==> config.mk <==
export PLATFORM = sky130hd
export DESIGN_NAME = branch_resolve_ctrl
export DESIGN_NICKNAME = d
export VERILOG_FILES = /design/src/rtl/branch_resolve_ctrl.sv
export SDC_FILE = /design/constraint.sdc
export NUM_CORES = 1
export LEC_CHECK = 0
export CORE_UTILIZATION = 50
export CTS_BUF_LIST = sky130_fd_sc_hd__clkbuf_16
export DETAILED_ROUTE_END_ITERATION = 10
export DONT_BUFFER_PORTS = 1
export MAX_ROUTING_LAYER = met4
export PLACE_DENSITY = 0.79
export SYNTH_ARGS = -nofsm -noshare
export SYNTH_HDL_FRONTEND = slang
export SYNTH_SLANG_ARGS = --single-unit
==> constraint.sdc <==
create_clock -name clk -period 2.1 [get_ports clk]
set_input_delay 0.21 -clock clk [delete_from_list [all_inputs] [get_ports clk]]
set_output_delay 0.21 -clock clk [all_outputs]
set_load 0.02 [all_outputs]
==> src/rtl/branch_resolve_ctrl.sv <==
// Branch resolution sequencer for ID: holds unresolvable branches, releases
// them to EX, and on a mispredict drives a held redirect then flushes IF/ID.
module branch_resolve_ctrl #(
    parameter int unsigned FLUSH_CYCLES = 1,
    parameter int unsigned CNT_WD       = 32
) (
    input  logic              clk,
    input  logic              resetn,
    input  logic              id_valid,
    input  logic              id_is_branch,
    input  logic              id_need_src1,
    input  logic              id_need_src2,
    input  logic              src_1_ready,
    input  logic              src_2_ready,
    input  logic [31:0]       bu_next_pc,
    input  logic              bu_cancel,
    input  logic              ex_allowin,
    input  logic              fetch_ready,
    output logic              id_stall,
    output logic              id_to_ex_valid,
    output logic              redirect_valid,
    output logic [31:0]       redirect_pc,
    output logic              flush_if,
    output logic [CNT_WD-1:0] br_cnt,
    output logic [CNT_WD-1:0] mispred_cnt
);

    typedef enum logic [1:0] {
        IDLE,
        REDIR,
        FLUSH
    } state_e;

    localparam logic [2:0] FC_INIT = 3'(FLUSH_CYCLES - 1);

    state_e            state_q;
    logic [2:0]        fc_q;
    logic [31:0]       redirect_pc_q;
    logic              redirect_valid_q;
    logic              flush_q;
    logic [CNT_WD-1:0] br_cnt_q;
    logic [CNT_WD-1:0] mispred_cnt_q;

    logic rdy;
    logic br_in_id;
    logic br_fire;
    logic br_mispred;

    assign rdy = (!id_need_src1 || src_1_ready) &&
                 (!id_need_src2 || src_2_ready);

    assign br_in_id   = (state_q == IDLE) && id_valid && id_is_branch;
    assign br_fire    = br_in_id && rdy && ex_allowin;
    assign br_mispred = br_fire && bu_cancel;

    // Outputs are forced low while reset is held so nothing leaks out of ID.
    always_comb begin
        id_stall       = 1'b0;
        id_to_ex_valid = 1'b0;
        if (resetn && (state_q == IDLE) && id_valid) begin
            if (id_is_branch) begin
                id_stall       = !(rdy && ex_allowin);
                id_to_ex_valid = rdy && ex_allowin;
            end else begin
                id_to_ex_valid = ex_allowin;
            end
        end
    end

    always_ff @(posedge clk or negedge resetn) begin
        if (!resetn) begin
            state_q          <= IDLE;
            fc_q             <= 3'd0;
            redirect_pc_q    <= 32'd0;
            redirect_valid_q <= 1'b0;
            flush_q          <= 1'b0;
            br_cnt_q         <= '0;
            mispred_cnt_q    <= '0;
        end else begin
            if (br_fire && (br_cnt_q != '1)) begin
                br_cnt_q <= br_cnt_q + CNT_WD'(1);
            end
            if (br_mispred && (mispred_cnt_q != '1)) begin
                mispred_cnt_q <= mispred_cnt_q + CNT_WD'(1);
            end
            unique case (state_q)
                IDLE: begin
                    if (br_mispred) begin
                        state_q          <= REDIR;
                        redirect_pc_q    <= bu_next_pc;
                        redirect_valid_q <= 1'b1;
                        flush_q          <= 1'b1;
                    end
                end
                REDIR: begin
                    if (fetch_ready) begin
                        state_q          <= FLUSH;
                        fc_q             <= FC_INIT;
                        redirect_valid_q <= 1'b0;
                    end
                end
                FLUSH: begin
                    if (fc_q == 3'd0) begin
                        state_q <= IDLE;
                        flush_q <= 1'b0;
                    end else begin
                        fc_q <= fc_q - 3'd1;
                    end
                end
                default: begin
                    state_q          <= IDLE;
                    redirect_valid_q <= 1'b0;
                    flush_q          <= 1'b0;
                end
            endcase
        end
    end

    assign redirect_valid = redirect_valid_q;
    assign redirect_pc    = redirect_pc_q;
    assign flush_if       = flush_q;
    assign br_cnt         = br_cnt_q;
    assign mispred_cnt    = mispred_cnt_q;

endmodule

# Word-level counts from Yosys, hierarchy flattened
# Cells that the tools add are included.
# Widths: inputs -> output; s select.
word_totals:
  ff_bits: 103
  latch_bits: 0
  ram_bits: 0
  romBits: 0
  output_inout_bits: 100
  word_cells: 60
  mem_count: 0
classes:
  addsub: 3
  n_mul: 0
  n_div: 0
  magnitude_cmp: 0
  eq_ne: 8
  n_shift: 0
  mux: 16
  bitwise_logic: 2
  n_reduce_logical: 24
ops:
  columns: ["cell", "count"]
  rows:
  - ["$add 32x1->32 const B", 2]
  - ["$ne 32x32->1 const B", 2]
  - ["$reduce_and 3->1", 4]
  - ["$logic_and 1x1->1", 11]
  - ["$ne 2x2->1 const B", 4]
  - ["$mux 1", 7]
  - ["$mux 2", 3]
  - ["$mux 3", 2]
  - ["$pmux 1 s3", 2]
  - ["$pmux 2 s3", 1]
  - ["$pmux 3 s2", 1]
  - ["$logic_not 1->1", 3]
  - ["$logic_not 3->1", 1]
  - ["$sub 3x1->3 const B", 1]
  - ["$eq 2x1->1 const B", 1]
  - ["$eq 2x2->1 const B", 1]
  - ["$logic_not 2->1", 1]
  - ["$logic_or 1x1->1", 2]
  - ["$not 1->1", 2]
  - ["$reduce_and 2->1", 1]
  - ["$reduce_bool 2->1", 1]

# Depth between registers and ports, before layout
# Gate-level depths: netlist of the first run.
logic_depth:
  depth_word: 8
  ltp_mapped: 7
  depth_no_buf: 6

# Least setup slack after synthesis of the first run
# No wires, ideal clock.
synth_timing:
  path_type: "reg2reg"
  start: "reg br_cnt_q[0] (netlist: br_cnt[0])"
  end: "reg br_cnt_q[29] (netlist: br_cnt[29])"
  setup_ns: 0.138
  arrival_ns: 2.038
  setup_slack_ns: -0.076
  stages_incl_launch_ff: 8
  period_less_slack_ns: 2.176
  path_cell_list: "dfrtp_1 > ha_1 > nand4_1 > or3_1 > o311ai_1 > buf_2 > nor4_1 > xor2_1"
synth_via:
  elab_chain_len: 2
  word_cells_on_any_way: 3
  classes_between: "add/sub: 1; eq/ne: 1; reduce/logical: 1"
synth_lines:
  columns: ["item", "line", "text"]
  rows:
  - ["from (decl)", "41", "logic [CNT_WD-1:0] br_cnt_q;"]
  - ["from (signal assigned)", "81", "br_cnt_q <= br_cnt_q + CNT_WD'(1);"]
  - ["parallel branches: the longest is 2 deep, another holds $add 32x1->32", null, null]
# Parallel ways; which one is timed is not known.
# A chain may end at the register's enable or synchronous reset.

# Worst setup path in the final report of the first run
layout_timing:
  start: "reg br_cnt_q[0] (netlist: br_cnt[0])"
  end: "reg br_cnt_q[25] (netlist: br_cnt[25])"
# Same word-level chain as after synthesis.

==> results_dict.tcl, run 1 <==
set metrics [dict create \
    nFillCells 710 \
    rr_worst_depth 7 \
    worstReg2RegEnd "br_cnt[25]$_DFFE_PN0P_" \
    cts_root_buffer "clkbuf_16" \
    clkSinkCount 103 \
    drive_above_1_share_pct 31.85 \
    fmax_mhz 496.8 \
    core_um2 9196 \
    dieHeight_um 99.27 \
    num_rows 35 \
    synthCells 410 \
    ant_nets 0 \
    crit_start "br_cnt[0]$_DFFE_PN0P_" \
    ys_seq_area_share_pct 54.48 \
    yosysMostFrequentCell "dfrtp_1" \
    cp_data_required_time_ns 2.31 \
    cts_buffers 9 \
    maxSlewHeadroom_pct 67.71 \
    peakVddDrop_mv 0.5436 \
    cp-endpoint "br_cnt[25]$_DFFE_PN0P_" \
    die_x_um 99.27 \
    grt_pass1_wl_mm 17.31 \
    cts_tree "done" \
    fin_skew_ns 0.008037 \
    syn_to_final_growth_pct 23.25 \
    grt_max_degree 105 \
    hold_slack_ns -0.4323 \
    violations "negative hold slack" \
    start_util_pct 51.44 \
    hold_viol 103 \
    cts.htree.levels 3 \
    critPathMaxFanout 12 \
    post-place-cells 589 \
    grt_overflow 0 \
    status "finished with violations" \
    wl_per_cell_um 18.31 \
    port_buffers 0 \
    synthTopCellsByCount "103 x dfrtp_1, 39 x xor2_1, 35 x nand2_1" \
    vias_per_cell 5.867 \
    worstMarginPinSlew_ns 0.4806 \
    netlist_area_um2 4731 \
    clockBufferDepth 2 \
    drv_slew 0 \
    maxCapViolations 0 \
    synth-edff-count 0 \
    die_area_um2 9855 \
    ys_seq_elements 103 \
    fin_util_pct 63.40 \
    num_vias 3561 \
    rrSetupSlack_ns 0.09 \
    nNetsFinal 538 \
    synth_flop_cell "dfrtp_1" \
    min_period_ns 2.013 \
    cp.arrival_ns 2.22 \
    diodes 0 \
    critPathCaptureType "register" \
    antenna_found_initial 0 \
    hp-class "in -> async" \
    critPathKind "reg -> reg" \
    setup_viol 0 \
    layout.cells.non_filler 607 \
    drtIter0Drc 103 \
    async_reset_ff_share_pct 100.0 \
    io_pins 143 \
    clock_latency_ns 0.34 \
    synth_area_leaders "dfrtp_1 54%, mux2_2 7.9%, xor2_1 7.2%, xnor2_1 3.3%, nand2_1 2.8%" \
    clk_pin_slew_ns 0.07 \
    ys_types 47 \
    rsz0062_at_grt "no" \
    tns_ns 0 \
    yosysTopAreaCell "dfrtp_1" \
    grt_pass1_vias 3602 \
    synth_area_per_cell_um2 11.54 \
    synth_nets 457 \
    first_pass_iters 4 \
    cts_hold_buf 1 \
    gp_congestion 0.8621 \
    synth_top_area_share_pct 54.48 \
    power_density_nw_per_um2 954.4 \
    r2r_start "br_cnt[0]$_DFFE_PN0P_" \
    period_share_pct 95.84 \
    routed_wirelength_mm 11.12 \
    ys_warn_count 0 \
    critical_path.startpoint_type "register" \
    p_leak_nw 2.810 \
    drc 0 \
    hpwl_mm 8.019 \
    gr-usage-all-layers_pct 22.90 \
]
[layer usage]
metal,share of wire (%),track usage (%),vias to the layer above
met4,1.6,9.276,0
met1,41,27.66,1795
met2,51,37.61,105
met3,5.9,4.849,17
met5,0,-,-
li1,-,-,1644
[through the flow]
step	hold slack, ns	power (mW)	setup WS, ns	cell area [um2]
after global placement	-0.08238	3.834	0.1268	5431
final	-0.4323	5.565	0.08728	5831
after floorplan	-0.08559	3.572	0.01052	4755
after detailed placement	-0.08233	3.911	0.05283	5431
after global routing	-0.4471	5.788	0.01036	5831
after CTS	-0.4480	5.618	0.02998	5747
[cell type report]
class | instances | area, um2 | share of cell area [%]
Clock inverter | 7 | 80.08 | 1.373
Clock buffer | 9 | 225.2 | 3.863
Inverter | 9 | 33.78 | 0.5794
Multi-Input combinational cell | 288 | 2142 | 36.74
Tap cell | 111 | 138.9 | 2.382
Timing Repair Buffer | 80 | 619.3 | 10.62
Sequential cell | 103 | 2591 | 44.44
[cells by family (layout without fill, tap and decap cells)]
logic type               Yosys count  in the layout  synth area share, %
AO/OA/AOI/OAI                     22             22                3.253
XOR/XNOR                          57             57                10.55
adder cells (fa/ha/maj)            4              4                1.058
buffers and inverters             19            105                1.931
flip-flops                       103            103                54.48
multiplexers                      35             35                8.305
AND/OR/NAND/NOR                  170            170                20.42
[critical path, cell delays in order, from the launching register on]
cell and delay [ns]:
dfrtp_2 0.37, ha_1 0.18, nand4_1 0.17, or3_1 0.39, o311ai_2 0.28, buf_4 0.26, nor3_1 0.09, xor2_1 0.15
[report_power, final]
group | internal [mW] | switching [mW]
clock | 0.942 | 0.757
combinational | 0.435 | 0.401
sequential | 2.38 | 0.650
[layout by cell type (no fill, tap or decap), drive strengths merged, types with 4 or more instances in the layout]
master,n
nand3,21
nor2,14
xor2,39
ha,4
and3,10
a21oi,4
nand4,23
clkbuf,9
or3,5
mux2,34
dfrtp,103
nor3,25
o21ai,5
and4,8
buf,79
nor4,14
nand2b,5
xnor2,18
inv,13
nand2,35
[worst min path at each step]
stage / slack (ns) / start / cells after the start / endpoint
2_1_floorplan: -0.09 / resetn / 0 / br_cnt[0]$_DFFE_PN0P_
3_5_place_dp: -0.08 / resetn / 0 / mispred_cnt[17]$_DFFE_PN0P_
3_3_place_gp: -0.08 / resetn / 0 / br_cnt[27]$_DFFE_PN0P_
4_1_cts: -0.45 / resetn / 0 / br_cnt[11]$_DFFE_PN0P_
5_1_grt: -0.45 / resetn / 0 / mispred_cnt[17]$_DFFE_PN0P_
6_report: -0.43 / resetn / 0 / mispred_cnt[17]$_DFFE_PN0P_
[repair_timing]
item / 4_1_cts / 5_1_grt
endpoints found under the setup margin: 0 / 11
endpoints found under the hold margin: 104 / 103
gates resized for setup: 0 / 13
buffers inserted: 0 / 1
[registers in the layout, summed over array words and instances (netlist names)]
register	count
mispred_cnt	32
fc_q	3
redirect_pc	32
state_q	2
br_cnt	32
redirect_valid	1
flush_if	1
No activity file was read; power rests on OpenSTA's default activity.
==> run 2: changes to the inputs <==
--- a/config.mk
+++ b/config.mk
@@ -5,12 +5,13 @@
 export SDC_FILE = /design/constraint.sdc
 export NUM_CORES = 1
 export LEC_CHECK = 0
-export CORE_UTILIZATION = 50
+export BUFFER_PORTS_ARGS = -buffer_cell sky130_fd_sc_hd__buf_2
+export CORE_UTILIZATION = 47
 export CTS_BUF_LIST = sky130_fd_sc_hd__clkbuf_16
 export DETAILED_ROUTE_END_ITERATION = 10
-export DONT_BUFFER_PORTS = 1
+export HOLD_SLACK_MARGIN = 0.1
 export MAX_ROUTING_LAYER = met4
-export PLACE_DENSITY = 0.79
+export PLACE_DENSITY = 0.82
 export SYNTH_ARGS = -nofsm -noshare
 export SYNTH_HDL_FRONTEND = slang
 export SYNTH_SLANG_ARGS = --single-unit
==> run 2 against run 1 <==
Net effect: the run now ends clean; design area up 8.9%; flip-flop and latch count unchanged; critical path type unchanged; sequential share of layout area down 3.6 points.
==> results_dict.tcl, run 2 (synthesized netlist as in run 1, its figures left out) <==
set metrics [dict create \
    status "complete, no violations" \
    cts.htree.levels 3 \
    io_pins 143 \
    clkSinkCount 103 \
    p_leak_nw 3.252 \
    mostFrequentLayoutCell "buf_2" \
    clockBufferDepth 2 \
    cp.arrival_ns 2.30 \
    hold_viol 0 \
    antenna_found_initial 0 \
    port_buffers 142 \
    diodes 0 \
    fin_area_um2 6351 \
    fin_skew_ns 0.01083 \
    ant_nets 0 \
    critPathKind "reg -> reg" \
    maxSlewHeadroom_pct 61.89 \
    critical_path.startpoint_type "register" \
    seqPwrFrac_pct 45.2 \
    fmax_mhz 487.3 \
    power_density_nw_per_um2 914.7 \
    die_x_um 102.3 \
    vias_per_cell 5.339 \
    min_period_ns 2.052 \
    critPathMaxFanout 8 \
    peakVddDrop_mv 0.6280 \
    period_share_pct 97.72 \
    cts_buffers 9 \
    dieHeight_um 102.3 \
    p_sw_share_pct 33.34 \
    critPathCaptureType "register" \
    tns_ns 0 \
    gr-usage-all-layers_pct 22.37 \
    clk_pin_slew_ns 0.07 \
    grt_pass1_wl_mm 17.57 \
    die_area_um2 10470 \
    cts_tree "done" \
    p_total_mw 5.809 \
    maxCapViolations 0 \
    nNetsFinal 649 \
    num_vias 3951 \
    hpwl_mm 8.164 \
    first_pass_iters 4 \
    core_um2 9774 \
    final_cell_mix "141 x buf_2, 92 x dfrtp_1, 39 x xor2_1" \
    cp_data_required_time_ns 2.35 \
    drc 0 \
    routed_wirelength_mm 11.80 \
    postPlaceCellArea_um2 5817 \
    grt_max_degree 104 \
    wl_per_cell_um 15.95 \
    place_ws_ns 0.06265 \
    syn_to_final_growth_pct 34.25 \
    worstMarginPinSlew_ns 0.5717 \
    gp_congestion 0.8742 \
    drv_slew 0 \
    setup_ws_ns 0.04783 \
    intPower_mw 3.872 \
    combPwrFrac_pct 27.9 \
    grt_pass1_vias 3721 \
    hp-class "in -> reg" \
    grt_overflow 0 \
    start_util_pct 48.40 \
    drtIter0Drc 175 \
    drive_above_1_share_pct 41.35 \
    p_clk_share_pct 26.9 \
    cts_root_buffer "clkbuf_16" \
    clock_latency_ns 0.34 \
    setup_viol 0 \
    switchingPower_mw 1.937 \
    num_rows 36 \
    nFillCells 743 \
]
[run 2: cell types whose count changed in the layout (fill, tap and decap cells not counted), sizes merged]
cell | before | now
inv | 13 | 11
clkinvlp | 0 | 1
buf | 79 | 173
bufinv | 1 | 0
dlygate4sd3 | 1 | 18
clkinv | 2 | 4
[run 2: power groups by stage]
| stage | clock [mW] | combinational [mW] | sequential (mW) |
|---|---|---|---|
| after floorplan | 0 | 0.471 | 3.10 |
| after global placement | 0 | 1.52 | 2.62 |
| after detailed placement | 0 | 1.57 | 2.65 |
| after CTS | 1.59 | 1.60 | 2.62 |
| after global routing | 1.66 | 1.74 | 2.68 |
| final | 1.56 | 1.62 | 2.63 |
[run 2: per-layer routing]
layer	up-vias	share of wire, %	track usage, %	routed length, um
met5	-	0	-	0
met4	0	2.3	10.55	267
met3	23	4.0	3.078	474
met2	121	51	35.57	6048
met1	1942	42	28.34	5012
li1	1865	-	-	-
[run 2: worst max-delay path, stage by stage (launching register included)]
cell       delay (ns)
dfrtp_1          0.44
nand4_2          0.15
or3_1            0.36
or4_1            0.60
o2111ai_2        0.25
xnor2_1          0.15
[run 2: path summary, 6_finish.rpt]
path                                         from                     endpoint  slack [ns]  depth (start not counted)
max                        br_cnt[28]$_DFFE_PN0P_        br_cnt[6]$_DFFE_PN0P_        0.05                          5
min                                bu_next_pc[15]  redirect_pc[15]$_DFFE_PN0P_        0.10                          2
max reg2reg                br_cnt[28]$_DFFE_PN0P_        br_cnt[6]$_DFFE_PN0P_        0.05                          5
min reg2reg                   fc_q[0]$_DFFE_PN0P_          fc_q[0]$_DFFE_PN0P_        0.47                          1
max in group asynchronous                  resetn        br_cnt[0]$_DFFE_PN0P_        1.09                          3
min in group asynchronous                  resetn   redirect_pc[5]$_DFFE_PN0P_        0.51                          3
[run 2: through the flow]
step / hold WS, ns / util, % / std cells
after floorplan: -0.08559 / - / 410
after global placement: 0.3707 / 59.51 / 704
after detailed placement: 0.3804 / 59.51 / 704
after CTS: 0.1004 / 64.12 / 737
after global routing: 0.1002 / 64.98 / 740
final: 0.1011 / 64.98 / 740
[run 2: final cells by class]
type | count | area (um2) | area share [%]
inverters | 9 | 33.78 | 0.5319
clock inverters | 7 | 55.05 | 0.8668
flip-flops and latches | 103 | 2591 | 40.80
repair buffers | 191 | 1151 | 18.12
clock buffers | 9 | 225.2 | 3.546
well taps | 133 | 166.4 | 2.620
multi-input cells | 288 | 2128 | 33.51
[run 2: what timing repair did]
item,in CTS,in global routing
endpoints found under the setup margin,0,14
setup buffers,0,2
hold buffers,17,1
gates resized for setup,0,10
hold endpoints to repair,119,1
